===== config.mk =====
export PLATFORM = sky130hd
export DESIGN_NAME = gmii_rx_stats_mc_flat
export DESIGN_NICKNAME = d
export VERILOG_FILES = /design/src/rtl/gmii_rx_stats_mc_if.sv /design/src/rtl/gmii_rx_stats_mc.sv /design/src/flat_wrapper.sv
export SDC_FILE = /design/constraint.sdc
export NUM_CORES = 2
export LEC_CHECK = 0
export ABC_CLOCK_PERIOD_IN_PS = 6800
export BUFFER_PORTS_ARGS = -buffer_cell sky130_fd_sc_hd__buf_2
export CAP_MARGIN = 0
export CORE_ASPECT_RATIO = 0.5
export CORE_MARGIN = 2
export CORE_UTILIZATION = 55
export CTS_CLUSTER_DIAMETER = 80
export DETAILED_ROUTE_END_ITERATION = 16
export PLACE_DENSITY = 0.71
export SYNTH_ARGS = -nofsm -noshare
export SYNTH_HDL_FRONTEND = slang
export SYNTH_SLANG_ARGS = --single-unit

===== constraint.sdc =====
create_clock -name aclk -period 6.8 [get_ports aclk]
set_input_delay 0 -clock aclk [delete_from_list [all_inputs] [get_ports aclk]]
set_output_delay 0 -clock aclk [all_outputs]
set_load 0.01 [all_outputs]

===== src/rtl/gmii_rx_stats_mc_if.sv =====
// Bus bundle for gmii_rx_stats_mc: GMII RX taps, snapshot/clear pulses and the 32-bit read port.
// Latency: none (wiring only).
// Backpressure: none; every signal is a plain strobe or level.
//
// master : drives taps, snap_req/clr_req and read requests, receives rd_data/rd_valid
// slave  : the statistics block
interface gmii_rx_stats_mc_if #(
    parameter int NUM_CH = 2
) ();
    localparam int CH_W = (NUM_CH > 1) ? $clog2(NUM_CH) : 1;

    logic [8*NUM_CH-1:0] gmii_rxd;
    logic [NUM_CH-1:0]   gmii_rx_dv;
    logic [NUM_CH-1:0]   gmii_rx_er;
    logic                snap_req;
    logic                clr_req;
    logic                rd_en;
    logic [CH_W-1:0]     rd_ch;
    logic [3:0]          rd_sel;
    logic [31:0]         rd_data;
    logic                rd_valid;

    modport master (
        output gmii_rxd, gmii_rx_dv, gmii_rx_er, snap_req, clr_req, rd_en, rd_ch, rd_sel,
        input  rd_data, rd_valid
    );

    modport slave (
        input  gmii_rxd, gmii_rx_dv, gmii_rx_er, snap_req, clr_req, rd_en, rd_ch, rd_sel,
        output rd_data, rd_valid
    );
endinterface


===== src/rtl/gmii_rx_stats_mc.sv =====
// Multi-channel GMII RX statistics: per-channel good/bad frame, octet and idle counters with a snapshot shadow.
// Latency: counters update the cycle after the event; rd_data/rd_valid one cycle after rd_en.
// Backpressure: none; taps are observed passively and every read is answered.
//
// Ports: aclk, rst (synchronous, active high); bus (gmii_rx_stats_mc_if.slave) carries
//   gmii_rxd/gmii_rx_dv/gmii_rx_er taps, snap_req, clr_req, rd_en/rd_ch/rd_sel in, rd_data/rd_valid out.
// Build option: define GMII_RX_STATS_CRC_EN for per-channel CRC-32 checking and the CRCERR counter.
module gmii_rx_stats_mc #(
    parameter int NUM_CH     = 2,
    parameter int CNT_W      = 64,
    parameter int MIN_OCTETS = 72
) (
    input  logic                      aclk,
    input  logic                      rst,
    gmii_rx_stats_mc_if.slave         bus
);
    localparam logic [31:0] NUM_CH_U    = NUM_CH;
    localparam logic [31:0] ID_WORD     = 32'h4752_5300 | NUM_CH_U;
    localparam logic [15:0] MIN_LEN     = 16'(MIN_OCTETS);
    localparam logic [31:0] CRC_RESIDUE = 32'hDEBB_20E3;

    typedef enum logic [1:0] {ST_IDLE, ST_PRE, ST_DATA} state_t;

    function automatic logic [CNT_W-1:0] sat_inc(input logic [CNT_W-1:0] v, input logic en);
        if (en && (v != {CNT_W{1'b1}}))
            return v + CNT_W'(1);
        return v;
    endfunction

`ifdef GMII_RX_STATS_CRC_EN
    // Reflected CRC-32, one octet per call, LSB first.
    function automatic logic [31:0] crc32_step(input logic [31:0] crc, input logic [7:0] d);
        logic [31:0] c;
        c = crc ^ {24'd0, d};
        for (int i = 0; i < 8; i++)
            c = c[0] ? ((c >> 1) ^ 32'hEDB8_8320) : (c >> 1);
        return c;
    endfunction
`endif

    logic [NUM_CH-1:0][CNT_W-1:0] shd_good_all;
    logic [NUM_CH-1:0][CNT_W-1:0] shd_bad_all;
    logic [NUM_CH-1:0][CNT_W-1:0] shd_octets_all;
    logic [NUM_CH-1:0][CNT_W-1:0] shd_idle_all;
    logic [NUM_CH-1:0][CNT_W-1:0] shd_crcerr_all;

    for (genvar c = 0; c < NUM_CH; c++) begin : g_ch
        logic [7:0]       rxd;
        logic             dv;
        logic             er;
        state_t           state, state_nxt;
        logic             bad_flag, bad_flag_nxt;
        logic             sfd_seen, sfd_seen_nxt;
        logic             er_seen, er_seen_nxt;
        logic [15:0]      len, len_nxt;
        logic             frame_end;
        logic             frame_ok;
        logic             frame_good;
        logic [CNT_W-1:0] good_cnt, bad_cnt, octets_cnt, idle_cnt;
        logic [CNT_W-1:0] shd_good, shd_bad, shd_octets, shd_idle;

        assign rxd = bus.gmii_rxd[8*c +: 8];
        assign dv  = bus.gmii_rx_dv[c];
        assign er  = bus.gmii_rx_er[c];

        always_ff @(posedge aclk) begin
            if (rst) begin
                state    <= ST_IDLE;
                bad_flag <= 1'b0;
                sfd_seen <= 1'b0;
                er_seen  <= 1'b0;
                len      <= '0;
            end else begin
                state    <= state_nxt;
                bad_flag <= bad_flag_nxt;
                sfd_seen <= sfd_seen_nxt;
                er_seen  <= er_seen_nxt;
                len      <= len_nxt;
            end
        end

        always_comb begin
            state_nxt    = state;
            bad_flag_nxt = bad_flag;
            sfd_seen_nxt = sfd_seen;
            er_seen_nxt  = er_seen;
            len_nxt      = len;
            frame_end    = 1'b0;
            if (!dv) begin
                // Frame is evaluated from the registered flags in this cycle; flags start clean next frame.
                state_nxt    = ST_IDLE;
                frame_end    = (state != ST_IDLE);
                bad_flag_nxt = 1'b0;
                sfd_seen_nxt = 1'b0;
                er_seen_nxt  = 1'b0;
                len_nxt      = '0;
            end else begin
                len_nxt = (len == 16'hFFFF) ? len : len + 16'd1;
                if (er)
                    er_seen_nxt = 1'b1;
                case (state)
                    ST_IDLE: begin
                        state_nxt    = ST_PRE;
                        bad_flag_nxt = (rxd != 8'h55);
                    end
                    ST_PRE: begin
                        if (rxd == 8'hD5) begin
                            state_nxt    = ST_DATA;
                            sfd_seen_nxt = 1'b1;
                        end else if (rxd != 8'h55) begin
                            bad_flag_nxt = 1'b1;
                        end
                    end
                    default: ;
                endcase
            end
        end

        assign frame_ok = frame_end && !er_seen && !bad_flag && sfd_seen && (len >= MIN_LEN);

`ifdef GMII_RX_STATS_CRC_EN
        logic [31:0]      crc;
        logic             crc_bad;
        logic [CNT_W-1:0] crcerr_cnt, shd_crcerr;

        // Restart outside DATA so the register holds exactly the DATA octets at frame end.
        always_ff @(posedge aclk) begin
            if (rst)
                crc <= 32'hFFFF_FFFF;
            else if (state == ST_DATA && dv)
                crc <= crc32_step(crc, rxd);
            else if (state != ST_DATA)
                crc <= 32'hFFFF_FFFF;
        end

        assign crc_bad    = frame_end && (crc != CRC_RESIDUE);
        assign frame_good = frame_ok && !crc_bad;

        always_ff @(posedge aclk) begin
            if (rst) begin
                crcerr_cnt <= '0;
                shd_crcerr <= '0;
            end else begin
                if (bus.snap_req)
                    shd_crcerr <= crcerr_cnt;
                if (bus.clr_req)
                    crcerr_cnt <= '0;
                else
                    crcerr_cnt <= sat_inc(crcerr_cnt, crc_bad);
            end
        end

        assign shd_crcerr_all[c] = shd_crcerr;
`else
        assign frame_good        = frame_ok;
        assign shd_crcerr_all[c] = '0;
`endif

        // Snapshot takes the pre-increment values; clear overrides this cycle's increments.
        always_ff @(posedge aclk) begin
            if (rst) begin
                good_cnt   <= '0;
                bad_cnt    <= '0;
                octets_cnt <= '0;
                idle_cnt   <= '0;
                shd_good   <= '0;
                shd_bad    <= '0;
                shd_octets <= '0;
                shd_idle   <= '0;
            end else begin
                if (bus.snap_req) begin
                    shd_good   <= good_cnt;
                    shd_bad    <= bad_cnt;
                    shd_octets <= octets_cnt;
                    shd_idle   <= idle_cnt;
                end
                if (bus.clr_req) begin
                    good_cnt   <= '0;
                    bad_cnt    <= '0;
                    octets_cnt <= '0;
                    idle_cnt   <= '0;
                end else begin
                    good_cnt   <= sat_inc(good_cnt, frame_good);
                    bad_cnt    <= sat_inc(bad_cnt, frame_end && !frame_good);
                    octets_cnt <= sat_inc(octets_cnt, dv);
                    idle_cnt   <= sat_inc(idle_cnt, !dv);
                end
            end
        end

        assign shd_good_all[c]   = shd_good;
        assign shd_bad_all[c]    = shd_bad;
        assign shd_octets_all[c] = shd_octets;
        assign shd_idle_all[c]   = shd_idle;
    end

    logic [63:0] sel_word;
    logic [31:0] rd_word;
    logic        ch_ok;

    always_comb begin
        sel_word = '0;
        rd_word  = '0;
        ch_ok    = (32'(bus.rd_ch) < NUM_CH_U);
        case (bus.rd_sel[3:1])
            3'd0:    sel_word = 64'(shd_good_all[bus.rd_ch]);
            3'd1:    sel_word = 64'(shd_bad_all[bus.rd_ch]);
            3'd2:    sel_word = 64'(shd_octets_all[bus.rd_ch]);
            3'd3:    sel_word = 64'(shd_idle_all[bus.rd_ch]);
            3'd4:    sel_word = 64'(shd_crcerr_all[bus.rd_ch]);
            default: sel_word = '0;
        endcase
        rd_word = bus.rd_sel[0] ? sel_word[63:32] : sel_word[31:0];
        if (bus.rd_sel == 4'hF)
            rd_word = ID_WORD;
        if (!ch_ok)
            rd_word = '0;
    end

    always_ff @(posedge aclk) begin
        if (rst) begin
            bus.rd_valid <= 1'b0;
            bus.rd_data  <= '0;
        end else begin
            bus.rd_valid <= bus.rd_en;
            bus.rd_data  <= bus.rd_en ? rd_word : 32'd0;
        end
    end
endmodule

===== src/flat_wrapper.sv =====
// flat-port wrapper written by rule: the top's interface ports become plain ports
module gmii_rx_stats_mc_flat 
#(
    parameter int NUM_CH     = 2,
    parameter int CNT_W      = 64,
    parameter int MIN_OCTETS = 72
)
  (aclk, rst, bus_gmii_rxd, bus_gmii_rx_dv, bus_gmii_rx_er, bus_snap_req, bus_clr_req, bus_rd_en, bus_rd_ch, bus_rd_sel, bus_rd_data, bus_rd_valid);
  gmii_rx_stats_mc_if #(.NUM_CH(NUM_CH)) bus_i ();
  input  logic aclk;
  input  logic rst;
  input wire logic [$bits(bus_i.gmii_rxd)-1:0] bus_gmii_rxd;
  input wire logic [$bits(bus_i.gmii_rx_dv)-1:0] bus_gmii_rx_dv;
  input wire logic [$bits(bus_i.gmii_rx_er)-1:0] bus_gmii_rx_er;
  input wire logic [$bits(bus_i.snap_req)-1:0] bus_snap_req;
  input wire logic [$bits(bus_i.clr_req)-1:0] bus_clr_req;
  input wire logic [$bits(bus_i.rd_en)-1:0] bus_rd_en;
  input wire logic [$bits(bus_i.rd_ch)-1:0] bus_rd_ch;
  input wire logic [$bits(bus_i.rd_sel)-1:0] bus_rd_sel;
  output wire logic [$bits(bus_i.rd_data)-1:0] bus_rd_data;
  output wire logic [$bits(bus_i.rd_valid)-1:0] bus_rd_valid;
  assign bus_i.gmii_rxd = bus_gmii_rxd;
  assign bus_i.gmii_rx_dv = bus_gmii_rx_dv;
  assign bus_i.gmii_rx_er = bus_gmii_rx_er;
  assign bus_i.snap_req = bus_snap_req;
  assign bus_i.clr_req = bus_clr_req;
  assign bus_i.rd_en = bus_rd_en;
  assign bus_i.rd_ch = bus_rd_ch;
  assign bus_i.rd_sel = bus_rd_sel;
  assign bus_rd_data = bus_i.rd_data;
  assign bus_rd_valid = bus_i.rd_valid;
  gmii_rx_stats_mc #(.NUM_CH(NUM_CH), .CNT_W(CNT_W), .MIN_OCTETS(MIN_OCTETS)) u_core (.aclk(aclk), .rst(rst), .bus(bus_i));
endmodule

==> metrics.yaml <==
global_route:
  grt_pass1_vias: 40000
  grt_max_degree: 179
  overflow: 0
  grt.total_usage: 0.350
  antenna_found_initial: 4
  grt_first_pass_wirelength_um: 252000
cts:
  cts_sinks: 1099
  cts_buffer_depth: 3
  htreeDepth: 3
  clk_latency_ns: 0.71
  cts_tree: "done"
  cts_buffers: 96
  cts_setup_buffers: 0
  cts.clk_slew.worst_paths_ns: 0.07
  cts_root_buf: "clkbuf_16"
layout:
  drive_gt1_frac: 0.0600
  fin_area_um2: 54800
  fillers: 7968
  utilization: 0.604
  layout.nets: 5642
  layoutNonFillerInstCount: 6870
  syn_to_final_growth_pct: 8.67
  n_antenna_cell: 0
routing:
  routed_wl_um: 170000
  drtIter0Drc: 5516
  post_drt_via_cell_ratio: 6.55
  drt_pre_antenna_iters: 7
  drc: 0
  final_antenna_net_count: 0
  num_vias: 45000
  wl_per_cell_um: 24.8
synth:
  avgSynthCellArea_um2: 8.77
  synth.largest_area_cell: "dfxtp_1"
  synth_nets: 5797
  synth_area_um2: 50400
  synth-edff-count: 0
  synthCells: 5755
  synth-seq-area-share: 0.436
  synth_ff_type: "dfxtp_1"
  yosys-top-cells-area: "dfxtp_1 (44%), mux2i_1 (13%), nor2_1 (6.5%)"
  synth_cell_types: 77
  yosysTopAreaCellShare: 0.436
  async_reset_ff_frac: 0
  ys_ff_latch: 1099
  yosys_warnings: 0
floorplan:
  coreArea_um2: 90800
  ioPinCount: 63
  die-area_um2: 94300
  start_util: 0.556
  num_rows: 78
  die_y_um: 218
  fp.dieW_um: 432
status:
  status: "finished clean"
pwr:
  switchingPower_mw: 2.97
  powerDensity_nw_per_um2: 236
  combPwrFrac: 0.043
  power.internal_mw: 9.96
  leakagePower_nw: 18.9
  power.share.sequential: 0.499
  power_mw: 12.9
  ir_drop_mv: 0.183
  power.share.clock: 0.457
  p_sw_frac: 0.230
place:
  dpl.hpwl_um: 121000
  portBuffers: 62
  dp_cells: 6684
  place_congestion: 0.979
  place_area_um2: 51300
worst_hold_path:
  hold_path.class: "input port to register"
job:
  cap_violations: 0
setup_path:
  crit_required_ns: 7.42
  critPathCaptureType: "register"
  startpoint_type: "register"
  path_max_fanout: 23
  crit_type: "register to register"
  arrival_ns: 4.36
sta:
  finalCriticalPeriod_ns: 3.74
  finalCritPeriodShare: 0.549
  rsz0062_at_grt: "false"
  slew_headroom: 0.145
  clock.fmax_mhz: 268
  setup_viol: 0
  finalMaxSlewViolations: 0
  tightest_slew_ns: 1.25
  hold_violations: 0
  finClkSkew_ns: 0.0253
  tns_ns: 0
## power groups by stage
stage          clock [mW]  sequential (mW)  combinational [mW]
3_5_place_dp            0             6.61               0.536
6_report             5.91             6.46               0.557
3_3_place_gp            0             6.60               0.530
5_1_grt              6.21             6.45               0.578
4_1_cts              5.95             6.46               0.543
2_1_floorplan           0             6.60               0.374
## path summary, 6_finish.rpt
path	start	endpoint	slack [ns]	depth (start not counted)
setup / recovery	u_core.g_ch[1].octets_cnt[3]	u_core.g_ch[1].octets_cnt[59]	3.06	6
hold reg to reg	u_core.g_ch[0].shd_good[19]	u_core.g_ch[0].shd_good[19]	0.49	2
setup reg to reg	u_core.g_ch[1].octets_cnt[3]	u_core.g_ch[1].octets_cnt[59]	3.06	6
hold / removal	bus_clr_req	u_core.g_ch[0].idle_cnt[59]	0.08	3
## sequential cells by signal, summed over array words and instances, names as in the netlist, 128 cells and up
register / cells
u_core.g_ch.shd_good: 128
u_core.g_ch.shd_bad: 128
u_core.g_ch.shd_idle: 128
u_core.g_ch.octets_cnt: 128
u_core.g_ch.shd_octets: 128
u_core.g_ch.good_cnt: 128
u_core.g_ch.bad_cnt: 128
u_core.g_ch.idle_cnt: 128
## cell type report
| class | instances | area (µm²) | share of cell area |
|---|---|---|---|
| Clock buffer | 133 | 2790 | 0.0509 |
| Clock inverter | 35 | 523 | 0.00954 |
| Inverter | 68 | 255 | 0.00466 |
| Multi-Input combinational cell | 4216 | 26800 | 0.490 |
| Sequential cell | 1099 | 22000 | 0.401 |
| Tap cell | 1200 | 1500 | 0.0274 |
| Timing Repair Buffer | 119 | 906 | 0.0165 |
## stage by stage
step           hold slack (ns)  worst slack, ns
2_1_floorplan            0.116             3.94
3_3_place_gp             0.221             3.25
3_5_place_dp             0.233             3.26
4_1_cts                 0.0292             3.24
5_1_grt                 0.0647             2.67
6_report                0.0785             3.06
## cells in the mapped netlist, types with 105 or more instances
| library cell | count |
|---|---|
| nor2_1 | 873 |
| nand3_1 | 183 |
| o21ai_0 | 204 |
| or4_1 | 118 |
| xnor2_1 | 105 |
| dfxtp_1 | 1099 |
| clkbuf_1 | 301 |
| mux2i_1 | 651 |
| a21oi_1 | 349 |
| or3_1 | 225 |
| nand4_1 | 189 |
| nand2_1 | 297 |
## kinds of logic (layout without fill, tap and decap cells)
group / count (synthesis) / count (layout) / synth area share
AND/OR/NAND/NOR: 2296 / 2296 / 0.228
flip-flops: 1099 / 1099 / 0.436
AO/OA/AOI/OAI: 1050 / 1050 / 0.134
multiplexers: 671 / 671 / 0.134
buffers and inverters: 440 / 355 / 0.0331
XOR/XNOR: 187 / 187 / 0.0325
adder cells (fa/ha/maj): 12 / 12 / 0.00298
## critical path, stage by stage (launching register included)
cell and delay (ns):
dfxtp_1 0.43, nand4_1 0.26, nor4_1 0.46, nand4_1 0.84
o21ai_1 1.24, o21ai_0 0.26, a21oi_1 0.17
## per-layer routing
metal / GRT usage / wire (µm)
met5: 0 / 0
met2: 0.521 / 72300
met1: 0.475 / 72300
met4: 0.122 / 6170
met3: 0.115 / 19500
## repair_timing
action | 4_1_cts | 5_1_grt
resized for setup | 0 | 0
endpoints found under the hold margin | 153 | 0
hold buffers | 17 | 0
## layout by cell type, fill, tap and decap left out, drive strengths merged, types with 14 or more instances in the layout
cell type | Yosys | final
o21a | 17 | 17
and4 | 52 | 52
nand4 | 192 | 192
xnor2 | 105 | 105
clkinv | 0 | 16
buf | 70 | 102
o31ai | 84 | 84
a21oi | 349 | 349
o21bai | 17 | 17
and3 | 62 | 62
a31oi | 14 | 14
or4 | 119 | 119
o221ai | 32 | 32
nand3 | 183 | 183
dfxtp | 1099 | 1099
clkbuf | 302 | 133
nand2 | 297 | 297
or2 | 23 | 23
o21ai | 212 | 212
dlygate4sd3 | 0 | 17
nor4 | 88 | 88
a22oi | 64 | 64
and2 | 31 | 31
inv | 68 | 69
mux2i | 651 | 651
nor3 | 101 | 101
xor2 | 82 | 82
a211oi | 31 | 31
mux2 | 20 | 20
o22ai | 20 | 20
a221oi | 64 | 64
or3 | 225 | 225
o2111ai | 27 | 27
o211ai | 50 | 50
nor2 | 873 | 873
No activity file was read; power rests on OpenSTA's default activity.
